[src/rtl/demux_pkg.sv]
// Shared helpers for the registered 1-to-N demultiplexer.
package demux_pkg;

  // Upper bound on channel count that the decode helper can express.
  localparam int MAX_OUT = 64;

  // Select width for a given channel count; never narrower than one bit.
  function automatic int sel_width(input int n);
    return (n <= 2) ? 1 : $clog2(n);
  endfunction

  // One-hot decode of sel over n channels. The result is all zeros when sel
  // does not name a real channel, which doubles as the in-range test.
  function automatic logic [MAX_OUT-1:0] onehot_dec(input int sel, input int n);
    logic [MAX_OUT-1:0] r;
    r = '0;
    for (int i = 0; i < MAX_OUT; i++) begin
      if ((i < n) && (sel == i)) r[i] = 1'b1;
    end
    return r;
  endfunction

endpackage

[src/rtl/demux_slot.sv]
// One-entry holding slot: a valid bit and a data word per output channel.
// valid_o/data_o are the consumer handshake; the word leaves when valid_o and
// ready_i are both high at a rising edge.
module demux_slot #(
  parameter int WIDTH = 8
) (
  input  logic             clk,
  input  logic             rst_n,
  input  logic             load_i,
  input  logic [WIDTH-1:0] data_i,
  input  logic             ready_i,
  output logic             valid_o,
  output logic [WIDTH-1:0] data_o,
  output logic             free_o
);

  logic             valid_q, valid_d;
  logic [WIDTH-1:0] data_q, data_d;

  // Slot can accept when empty or when it is being drained this very cycle.
  assign free_o = !valid_q | ready_i;

  // Load wins over drain so a drain+refill keeps the slot full; data holds
  // its last value after a plain drain.
  always_comb begin
    valid_d = valid_q;
    data_d  = data_q;
    if (load_i) begin
      valid_d = 1'b1;
      data_d  = data_i;
    end else if (ready_i) begin
      valid_d = 1'b0;
    end
  end

  // Slot registers with synchronous active-low reset.
  always_ff @(posedge clk) begin
    if (!rst_n) begin
      valid_q <= 1'b0;
      data_q  <= '0;
    end else begin
      valid_q <= valid_d;
      data_q  <= data_d;
    end
  end

  assign valid_o = valid_q;
  assign data_o  = data_q;

endmodule

[src/rtl/demux_router_reg.sv]
// Registered 1-to-N_OUT demultiplexer with a one-entry slot per channel.
// Handshake: a word moves on a rising edge when valid and ready are both 1
// on that interface; ready never depends on valid, and no path runs
// combinationally from the in_* side to the out_* side.
module demux_router_reg
  import demux_pkg::*;
#(
  parameter int WIDTH = 8,
  parameter int N_OUT = 4,
  parameter int SEL_W = $clog2(N_OUT)
) (
  input  logic                   clk,
  input  logic                   rst_n,
  input  logic                   in_valid,
  output logic                   in_ready,
  input  logic [WIDTH-1:0]       in_data,
  input  logic [SEL_W-1:0]       in_sel,
  input  logic                   in_bcast,
  output logic [N_OUT-1:0]       out_valid,
  input  logic [N_OUT-1:0]       out_ready,
  output logic [N_OUT*WIDTH-1:0] out_data,
  output logic                   sel_err
);

  logic [MAX_OUT-1:0] dec_full;
  logic               unused_dec_bits;
  logic [N_OUT-1:0]   dec;
  logic [N_OUT-1:0]   free;
  logic [N_OUT-1:0]   load;
  logic               in_range;
  logic               accept;
  logic               sel_err_q, sel_err_d;

  // Destination decode; an all-zero result marks an out-of-range select.
  always_comb begin
    dec_full = onehot_dec(int'(in_sel), N_OUT);
  end

  assign dec             = dec_full[N_OUT-1:0];
  assign unused_dec_bits = ^dec_full;
  assign in_range        = |dec;

  // Ready: broadcast needs every slot, unicast needs its own slot, and an
  // out-of-range word is always swallowed. Held low throughout reset.
  always_comb begin
    in_ready = 1'b0;
    if (rst_n) begin
      if (in_bcast)      in_ready = &free;
      else if (in_range) in_ready = |(free & dec);
      else               in_ready = 1'b1;
    end
  end

  assign accept = in_valid & in_ready;

  // Per-slot load enables; broadcast is all-or-nothing through in_ready.
  always_comb begin
    load = '0;
    if (accept) begin
      if (in_bcast) load = '1;
      else          load = dec;
    end
  end

  assign sel_err_d = accept & !in_bcast & !in_range;

  // One-cycle error pulse for an accepted word with no real destination.
  always_ff @(posedge clk) begin
    if (!rst_n) sel_err_q <= 1'b0;
    else        sel_err_q <= sel_err_d;
  end

  assign sel_err = sel_err_q;

  for (genvar k = 0; k < N_OUT; k++) begin : g_slot
    demux_slot #(
      .WIDTH(WIDTH)
    ) u_slot (
      .clk    (clk),
      .rst_n  (rst_n),
      .load_i (load[k]),
      .data_i (in_data),
      .ready_i(out_ready[k]),
      .valid_o(out_valid[k]),
      .data_o (out_data[k*WIDTH +: WIDTH]),
      .free_o (free[k])
    );
  end

endmodule

[config.mk]
export PLATFORM = sky130hd
export DESIGN_NAME = demux_router_reg
export DESIGN_NICKNAME = d
export VERILOG_FILES = /design/src/rtl/demux_pkg.sv /design/src/rtl/demux_slot.sv /design/src/rtl/demux_router_reg.sv
export SDC_FILE = /design/constraint.sdc
export NUM_CORES = 1
export LEC_CHECK = 0
export BUFFER_PORTS_ARGS = -buffer_cell sky130_fd_sc_hd__buf_4
export CAP_MARGIN = 10
export CORE_MARGIN = 2
export CORE_UTILIZATION = 48
export CTS_CLUSTER_SIZE = 24
export DETAILED_ROUTE_END_ITERATION = 16
export PLACE_DENSITY = 0.78
export SLEW_MARGIN = 10
export SYNTH_ARGS = -nofsm -noshare
export SYNTH_HDL_FRONTEND = slang
export SYNTH_HIERARCHICAL = 1
export SYNTH_SLANG_ARGS = --single-unit
[constraint.sdc]
create_clock -name clk -period 2 [get_ports clk]
set_input_delay 0.1 -clock clk [delete_from_list [all_inputs] [get_ports clk]]
set_output_delay 0.1 -clock clk [all_outputs]
set_load 0.03 [all_outputs]
-- Word level (Yosys, flattened, before mapping)
Cells that the tools add are included.
- output and inout bits: 38
- bits of input ports: 18
- word-level logic and storage cells: 51
- flip-flop bits (word level): 37
- bitwise logic cells: 8
- equal/unequal tests: 3
- reduce and logical (&&, ||, !) cells: 14
- muxes and demuxes: 17
- operators with widths (kind ; number):
    1-bit 2-to-1 mux ; 15
    4-bit 2-to-1 mux ; 2
    2-bit nonzero test ; 4
    4-bit OR reduction ; 2
    1-bit zero test ; 6
    4-bit AND ; 1
    2-bit equality test (second input constant) ; 2
    1-bit OR ; 4
    4-bit AND reduction ; 1
    1-bit AND ; 3
    2-bit by 1-bit equality test with 1-bit output (second input constant) ; 1
    2-bit zero test ; 1

-- Longest topological paths before layout
Gate-level depths: netlist of run 1.
- depth after elaboration: 10
- depth in mapped cells: 7
- depth with buffers taken out: 6

-- Cells and area by module
The synthesis of run 1 kept the hierarchy.
- by module, submodules not included (module ; times used ; seq. area each (um^2) ; cells each ; area each (um^2)):
    demux_slot ; 4 ; 180.2 ; 29 ; 339.1
    demux_router_reg ; 1 ; 20.0 ; 20 ; 126.4

-- Least setup slack after synthesis of run 1
OpenSTA, ideal clock, no wires.
- path type: register -> register
- start: reg g_slot[3].u_slot.valid_q
- end: reg g_slot[1].u_slot.data_q[0]
- setup time: 0.116 ns
- period minus slack after synthesis: 1.628 ns
- required time: 1.884 ns
- slack: 0.372 ns
- path buffers: 1
- data arrival time: 1.512 ns
- stages on the path, launching flop included: 8
- cells stage by stage: dfxtp_1 nand2b_1 and4_1 o211ai_1 nor2_1 buf_6 mux2i_1 nor2b_1
- cells in the longest elaborated chain, start to end: 9
- elaborated cells on any way between the ends: 10
- those cells by class: mux: 4; bitwise: 3; reduce/logical: 3
- RTL lines (item ; RTL line ; source):
    from (decl) ; demux_slot.sv:17 ; logic valid_q, valid_d;
    from (signal assigned) ; demux_slot.sv:42 ; valid_q <= valid_d;
    1-bit zero test * ; demux_slot.sv:21 ; assign free_o = !valid_q | ready_i;
    1-bit OR * ; demux_slot.sv:21 ;
    net free[3] ; demux_router_reg.sv:28 ; logic [N_OUT-1:0] free;
    4-bit AND ; demux_router_reg.sv:49 ; else if (in_range) in_ready = |(free & dec);
    4-bit OR reduction ; demux_router_reg.sv:49 ;
    1-bit 2-to-1 mux ; demux_router_reg.sv:49 ;
    1-bit 2-to-1 mux * ; demux_router_reg.sv:48 ; if (in_bcast) in_ready = &free;
    1-bit 2-to-1 mux * ; demux_router_reg.sv:47 ; if (rst_n) begin
    1-bit AND * ; demux_router_reg.sv:54 ; assign accept = in_valid & in_ready;
    4-bit 2-to-1 mux * ; demux_router_reg.sv:59 ; if (accept) begin
    net load[1] ; demux_router_reg.sv:29 ; logic [N_OUT-1:0] load;
    to (signal assigned) ; demux_slot.sv:43 ; data_q <= data_d;
    to (decl) ; demux_slot.sv:18 ; logic [WIDTH-1:0] data_q, data_d;
Mark *: on every way through the listed nets, which the timed path passes. The rest lies on a longest branch.
A chain may end at the register's enable or synchronous reset.

-- Final worst setup path of run 1
- start: reg g_slot[0].u_slot.valid_q
- end: out in_ready
- cells in the longest elaborated chain, start to end: 7
- elaborated cells on any way between the ends: 8
- those cells by class: mux: 3; bitwise: 2; reduce/logical: 3
- RTL lines (item ; RTL line ; source):
    from (decl) ; demux_slot.sv:17 ;
    from (signal assigned) ; demux_slot.sv:42 ;
    1-bit zero test * ; demux_slot.sv:21 ;
    1-bit OR * ; demux_slot.sv:21 ;
    net free[0] ; demux_router_reg.sv:28 ;
    4-bit AND ; demux_router_reg.sv:49 ;
    4-bit OR reduction ; demux_router_reg.sv:49 ;
    1-bit 2-to-1 mux ; demux_router_reg.sv:49 ;
    1-bit 2-to-1 mux * ; demux_router_reg.sv:48 ;
    1-bit 2-to-1 mux * ; demux_router_reg.sv:47 ;
    to (decl) ; demux_router_reg.sv:15 ; output logic in_ready,
Marked as above.

==> results list, run 1 <==
* Status: complete, no violations
- Entering global routing, the biggest net connects 39 pins.
- The initial utilization of the core area, before any placement, comes to 0.4937.
- Worst supply voltage drop on vdd: around 490 uV
- The number of antenna diodes in the final layout is 0.
* First-pass GRT wire length: between 5 and 6 mm
- The number of antenna violations at the first check in global routing was 0.
- At the worst endpoint, the arrival time is approximately 1.6 ns.
* Total overflow reported by the global router: 0
* CTS Hold Bufs: 0
- Detailed placement finished with a half-perimeter wire length of between 2 and 2.5 mm.
- The count of cells in the finished layout, fillers not included, comes to roughly 230.
- Die width: 59.58 um
* Number of resized instances in the post-cts repair step: 0
* Net total in the final layout: approximately 220
* Areal power density over the cells: slightly above 700 mW/mm^2
- Synthesis produced a netlist whose cell count is between 100 and 150.
- Fmax: between 500 and 600 MHz
- CTS tree: done
- Clock-pin slew on the worst setup and hold paths: roughly 0.1 ns
- By count the netlist is led by 37 x dfxtp_1, 34 x nor2b_1, 32 x mux2i_1.
- Core region area: ~0.003 mm^2
- Counting both buffers and inverters, the worst setup path holds a total of 1.
- STA classifies the critical path endpoint as an output pin.
- Final Hold Vio Count: 0
- Number of pins with negative max-slew slack in the final report: 0
- Vertical die dimension: about 60 um
* Depth of the CTS H-tree: 2
- Number of global-route vias before repair: 1117
* Post-route minimum period: between 1.5 and 2 ns
- Part of the Yosys area used for sequential elements: 0.4996
* Later-pin clock latency in the skew report: 0.33 ns
- DIE AREA: about 0.0035 mm^2
* Area share of the largest cell type after synthesis: 0.4996
- TritonCTS Sinks: 37
* Async S/R FF share, synth: 0
* Post-DRT Antenna Nets: 0
- Broken down by cell family, the worst path's largest delay share belongs to compound AO/OA/AOI/OAI gates.
- Number of warnings printed during yosys synthesis: 6
- Setup Fix Bufs, Post-CTS: 0
- Most used DFF post-synth: dfxtp_1
* Fill cell total of the finished layout: roughly 250
* Core utilization of the finished layout: 0.6617
- Of the cells placed in the final design, the portion with a size suffix greater than 1 is 0.3400.
* Final clock period utilization by the worst path: 0.8523
- The worst setup path is of the reg -> out kind.
* Number of failing setup endpoints in the final timing report: 0
* Clk Tree Root Cell: clkbuf_4
* Average wire per standard cell: 13.86 um
- Maximum fanout along the worst path: 3
- In this run, placement finished with an instance count of about 230.
- GRT Util Overall: 0.1917
- The slowest stage of the critical path belongs to the cell a2111oi_1.
- In this run the worst hold path is classified as in -> reg.
* Quantity of I/O buffers inserted on ports: 55
- Area Growth Syn to Fin: 34.01%
- Mean cell area of the mapped netlist: 10.90 um^2
* Number of max-capacitance violations reported: 0
* Number of buffers on the longest clock path: 2
* Via count: ~1200
- TritonCTS created 5 clock buffers.
- Net count after synthesis: between 150 and 200
* Worst Skew: 0.007133 ns
- Among all cell types in the netlist, the one instantiated most often is dfxtp_1.
- The congestion estimate from routability-driven global placement came to between 0.9 and 1.
* Static power due to leakage: 0.8331 nW
- For this design the top-level I/O count stands at 56.
- Maximum single-stage delay on the critical path: about 0.38 ns
- After synthesis the netlist holds a flip-flop and latch count of 37.
- Yosys mapped a number of flops with a built-in enable equal to 0.
* Number of distinct standard cells referenced by the synthesized netlist: 19
* Netlist area before placement: ~0.0015 mm^2
- Wires add up to 3.229 mm.
* Num rows: 20
- For the final routed database, the setup TNS stands at 0 ns.
- The signal on the critical path passes through nand2b_1, nor2b_1, a2111oi_1, nor3_1, buf_4.
- Most area-consuming cells after synthesis: dfxtp_1 50%, mux2i_1 22%, nor2b_1 14%
- Hold is met by a little under 0.05 ns.
- After detailed routing, the number of remaining DRC violations is 0.
* Startpoint kind of the worst setup timing path: flop
- Vias per std cell: between 5 and 6
- Setup repair after global routing left no endpoint under its margin.
- The biggest area contributor in the post-synthesis netlist is dfxtp_1.
- 1st-iter DRT viols: 54
- At the worst endpoint, the required time is between 1.5 and 2 ns.
- First-pass iteration count of the detailed router: 4
where the power goes:
part | internal, mW | switching [mW] | leakage [nW] | total (mW)
combinational | 0.124 | 0.152 | 0.505 | 0.275
clock | 0.122 | 0.225 | 0.0269 | 0.347
sequential | 0.769 | 0.0174 | 0.302 | 0.786
sequential cells by signal (all words and copies together), names as in the netlist:
register,flops
sel_err,1
g_slot.u_slot/data_o,32
g_slot.u_slot/valid_o,4
per-stage QoR:
step                      cell area (um^2)  power [mW]  setup WS (ns)
after floorplan                       1483      0.9639         0.3718
after global placement                1944       1.072         0.4879
after detailed placement              1944       1.079         0.4094
after CTS                             1987       1.425         0.3039
after global routing                  1987       1.473         0.1415
final                                 1987       1.408         0.2955
cell families (layout without fill, tap and decap cells):
family / Yosys count / after routing / share of synthesized area
muxes: 32 / 32 / 0.2160
DFF: 37 / 37 / 0.4996
other: 1 / 1 / 0.002529
and+or+nand+nor: 44 / 44 / 0.1806
buffers and inverters: 10 / 74 / 0.04557
AOI/OAI and AO/OA: 12 / 12 / 0.05570
worst min-delay path, cell delays in order:
cell,delay [ns]
buf_4,0.10
mux2i_1,0.06
nor2b_1,0.09
cell type report:
cell class,count,area (um^2),share of cell area
Clock inverter,1,5.005,0.002519
Multi-Input combinational cell,89,674.4,0.3394
Sequential cell,37,740.7,0.3728
Timing Repair Buffer,62,465.4,0.2343
Tap cell,33,41.29,0.02078
Inverter,6,22.52,0.01133
Clock buffer,5,37.54,0.01889
per-layer routing:
layer  vias up  part of all wire  track usage
met5         -                 0            0
met1       549              0.44       0.2316
met2        47              0.48       0.3155
li1        582                 -            -
met4         0             0.014      0.07302
met3         5             0.063      0.06332
placed cells by master (no fill, tap or decap):
cell type	netlist	routed
a2111oi_0	1	1
a2111oi_1	1	1
a21boi_0	4	4
a21oi_1	3	3
a31oi_1	1	1
and4_1	1	1
buf_4	0	62
clkbuf_4	0	5
clkinv_2	0	1
conb_1	1	1
dfxtp_1	37	37
inv_1	6	6
mux2i_1	32	32
nand2_1	1	1
nand2b_1	4	4
nand3_1	1	1
nor2_1	2	2
nor2b_1	34	34
nor3_1	1	1
o211ai_1	1	1
o21ai_0	1	1
path summary, 6_finish.rpt:
kind,from,to,slack (ns),depth (start not counted)
max,g_slot[0].u_slot/valid_o,in_ready,0.30,5
max reg2reg,g_slot[1].u_slot/valid_o,g_slot[3].u_slot/data_o[4],0.39,7
min,in_data[5],g_slot[0].u_slot/data_o[5],0.05,3
min reg2reg,g_slot[3].u_slot/data_o[6],g_slot[3].u_slot/data_o[6],0.53,2
No activity file was read; power rests on OpenSTA's default activity.
==> run 2, diff against run 1 <==
CORE_MARGIN = default   (was 2)
==> run 2 against run 1 <==
Compared with the run above: the run now ends with design-rule violations left; utilization rose by 4.2 points; final cell count fell by 1.3%; sequential power barely moved; critical path type is now reg -> reg; clock skew rose by 0.00096 ns; global-route usage rose by 3.2 points; register-to-register slack got worse by 0.24 ns; first-iteration DRC count did not move; clock power rose by 13%.
==> results list, run 2 (synthesized netlist as in run 1, its figures left out) <==
- Internal power component: 1.056 mW (+4.1%)
* R2R depth: 6 (-1)
- Die width: 57.58 um (-3.4%)
- Status: complete, but fails checks
- Origin of the worst setup path: g_slot[3].u_slot/valid_o
- The final reports fail on design-rule violations.
* Crit path max-delay cell type: nor2_2
- The logic gate share of total power was 0.192 (-0.004).
* GRT Util Overall: 0.2233 (+0.03168)
- The met2 usage in global routing came to 0.3804 (+0.06486).
- Clock-pin slew on the worst setup and hold paths: 0.10 ns (about the same)
* Remaining routing DRC violations: 3 (+3)
- Total overflow reported by the global router: 0 (unchanged)
- The clock buffer count from CTS was 5 (unchanged).
- Later-pin clock latency in the skew report: 0.33 ns (about the same)
* Antenna violations before repair: 0 (unchanged)
* Total Power Consumption: 1.457 mW (+3.4%)
- Post-route minimum period: 1.849 ns (+0.1445 ns)
- Fraction of layout cells with a size suffix above 1: 0.3417 (+0.001709)
* Quantity of I/O buffers inserted on ports: 55 (unchanged)
* TritonCTS Sinks: 37 (unchanged)
* Fmax: 540.8 MHz (-7.8%)
- Total wirelength of the detailed-routed design: 3.472 mm (+7.5%)
- TritonCTS built the clock tree.
* Layer carrying the most global-route usage: met2
- HPWL after detailed placement: 2.410 mm (+2.2%)
* Most common cell after layout, fill and taps aside: buf_4
- Switching component of the power: 0.4003 mW (+1.7%)
- First-pass GRT wire length: 5.485 mm (+9.0%)
* Final-layout worst hold slack: 0.05773 ns (+0.009300 ns)
- Remaining max-slew budget at the tightest pin: 0.6199
- Core region area: 0.002829 mm^2 (-5.8%)
- Data required, critical path: 2.23 ns (+0.33 ns)
- Depth of the CTS H-tree: 2 (unchanged)
* Net total in the final layout: 217 (-0.91%)
- Num rows: 19 (-5.0%)
* Setup repair after global routing missed its margin: yes
- The kind of cell with the highest combined delay along the critical path is simple AND/OR/NAND/NOR gates.
- Vertical die dimension: 57.58 um (-3.4%)
- The part of the total power dissipated in the clock network was 0.268 (+0.022).
- Switching share of power: 0.2749 (-0.004838)
- Global-route track usage on met1: 0.2722 (+0.04060)
* Average wire per standard cell: 15.10 um (+8.9%)
* Number of failing setup endpoints in the final timing report: 0 (unchanged)
* DIE AREA: 0.003315 mm^2 (-6.6%)
- Maximum fanout along the worst path: 9 (+6)
- The maximum count of clock buffers along a single path was 2 (unchanged).
- Largest net degree at the start of global routing: 29 (-26%)
- Areal power density over the cells: 731.2 mW/mm^2 (+3.2%)
* Slack of the worst reg-to-reg path: 0.15 ns (-0.24 ns)
* Max reg flops: 32 (unchanged)
- Buffers plus inverters on the worst setup path: 0 (-1)
- The worst setup path is launched from a flop.
- The delay of the slowest cell on the worst path came to 0.52 ns (+0.14 ns).
- The worst register-to-register path ends at g_slot[2].u_slot/data_o[7].
- Category of the worst setup path capture point: flop
- The critical path in this run is classified as reg -> reg.
* Number of cells on the critical path: 6 (+1)
* CP Capture Point: g_slot[2].u_slot/data_o[7]
- Inserted Diodes: 0 (unchanged)
- The first-pass iteration count of the detailed router is 10 (+6).
- Weighted congestion at the end of routability-driven global placement: 0.9075 (-2.4%)
- In this run the critical register-to-register path is launched from g_slot[3].u_slot/valid_o.
- Commonest cells after routing, fill and taps aside: 60 x buf_4, 37 x dfxtp_1, 34 x nor2b_1, 32 x mux2i_1, 6 x inv_1
- Setup Fix Bufs, Post-CTS: 0 (unchanged)
- The average vias per placed instance came to 5.178 (+2.0%).
* Share of total power in sequential cells: 0.540 (-0.018)
- The via count is 1191 (+0.68%).
* Static power due to leakage: 0.8257 nW (-0.89%)
* Post-DRT Antenna Nets: 0 (unchanged)
- The effective utilization at floorplan was 0.5241 (+0.03035).
- Final Hold Vio Count: 0 (unchanged)
- The endpoint arrival time on the critical path is 2.08 ns (+0.48 ns).
* CTS Hold Bufs: 0 (unchanged)
- At the pin with the least slew margin, the transition time is roughly 0.57 ns.
- The count of routing violations after the opening detailed-route iteration is 54 (unchanged).
* Worst Skew: 0.008091 ns (+0.0009575 ns)
- Worst supply voltage drop on vdd: 619.9 uV (+27%)
- Clk Tree Root Cell: clkbuf_4
- Number of pins with negative max-slew slack in the final report: 0 (unchanged)
- Area Growth Syn to Fin: 34.35%
- GRT met3 Usage: 0.04762 (-0.01570)
- Final clock period utilization by the worst path: 0.9245 (+0.07225)
- Number of max-capacitance violations reported: 0 (unchanged)
- The top-level port count is 56 (unchanged).
- Number of global-route vias before repair: 1164 (+4.2%)
- The critical path goes through nand2b_1, and4_1, o211ai_1, nor2_2, mux2i_1, nor2b_1.
- Hold WC Path Type: in -> reg
==> run 2: cell types whose count changed in the layout (fill, tap and decap cells not counted), sizes merged <==
cell    change
clkbuf      +2
buf         -2
clkinv      -1
==> run 2: worst min-delay path by stage <==
stage               start                    endpoint  slack, ns  cells past startpoint
6_report       in_data[4]  g_slot[2].u_slot/data_o[4]       0.06                      3
4_1_cts        in_data[4]  g_slot[2].u_slot/data_o[4]       0.04                      3
2_1_floorplan       rst_n  g_slot[0].u_slot/data_o[0]       0.23                      1
3_3_place_gp   in_data[3]  g_slot[2].u_slot/data_o[3]       0.39                      3
5_1_grt        in_data[0]  g_slot[3].u_slot/data_o[0]       0.04                      3
3_5_place_dp   in_data[6]  g_slot[3].u_slot/data_o[6]       0.40                      3
==> run 2: layout make-up <==
cell class	instances	area [um^2]
Inverter	6	22.52
Multi-Input combinational cell	89	684.4
Sequential cell	37	740.7
Timing Repair Buffer	60	450.4
Clock buffer	7	55.05
Tap cell	31	38.79
Fill cell	213	837.1
==> run 2: metal layers <==
metal | part of all wire | wire [um] | vias to the layer above
met4 | 0.017 | 59 | 0
met2 | 0.50 | 1750 | 46
met1 | 0.43 | 1496 | 558
met5 | 0 | 0 | -
met3 | 0.048 | 166 | 9
li1 | - | - | 578
==> run 2: timing repair <==
action	CTS	global route
resized for setup	2	1
setup endpoints to repair	9	7
pin swaps	0	0
==> run 2: power groups by stage <==
stage | combinational (mW) | clock [mW] | sequential, mW
after detailed placement | 0.275 | 0 | 0.803
after global placement | 0.268 | 0 | 0.801
after CTS | 0.277 | 0.398 | 0.787
final | 0.279 | 0.391 | 0.786
after floorplan | 0.100 | 0 | 0.864
after global routing | 0.296 | 0.433 | 0.790
==> run 2: worst register-to-register path: cells and delay by family, from the launching register on <==
kind,cells,cell delay [ns]
AND/OR/NAND/NOR,4,0.93
flip-flops,1,0.33
multiplexers,1,0.26
AO/OA/AOI/OAI,1,0.22
==> run 2: metrics by stage <==
| step | TNS, ns | instances | util | setup WS, ns | cell area [um^2] |
|---|---|---|---|---|---|
| 2_1_floorplan | 0 | 136 | - | 0.3718 | 1483 |
| 3_3_place_gp | -0.2471 | 223 | 0.6811 | -0.03579 | 1927 |
| 3_5_place_dp | -0.7166 | 223 | 0.6811 | -0.1187 | 1927 |
| 4_1_cts | 0 | 230 | 0.7023 | 0.1070 | 1987 |
| 5_1_grt | -0.03415 | 230 | 0.7041 | -0.03415 | 1992 |
| 6_report | 0 | 230 | 0.7041 | 0.1510 | 1992 |
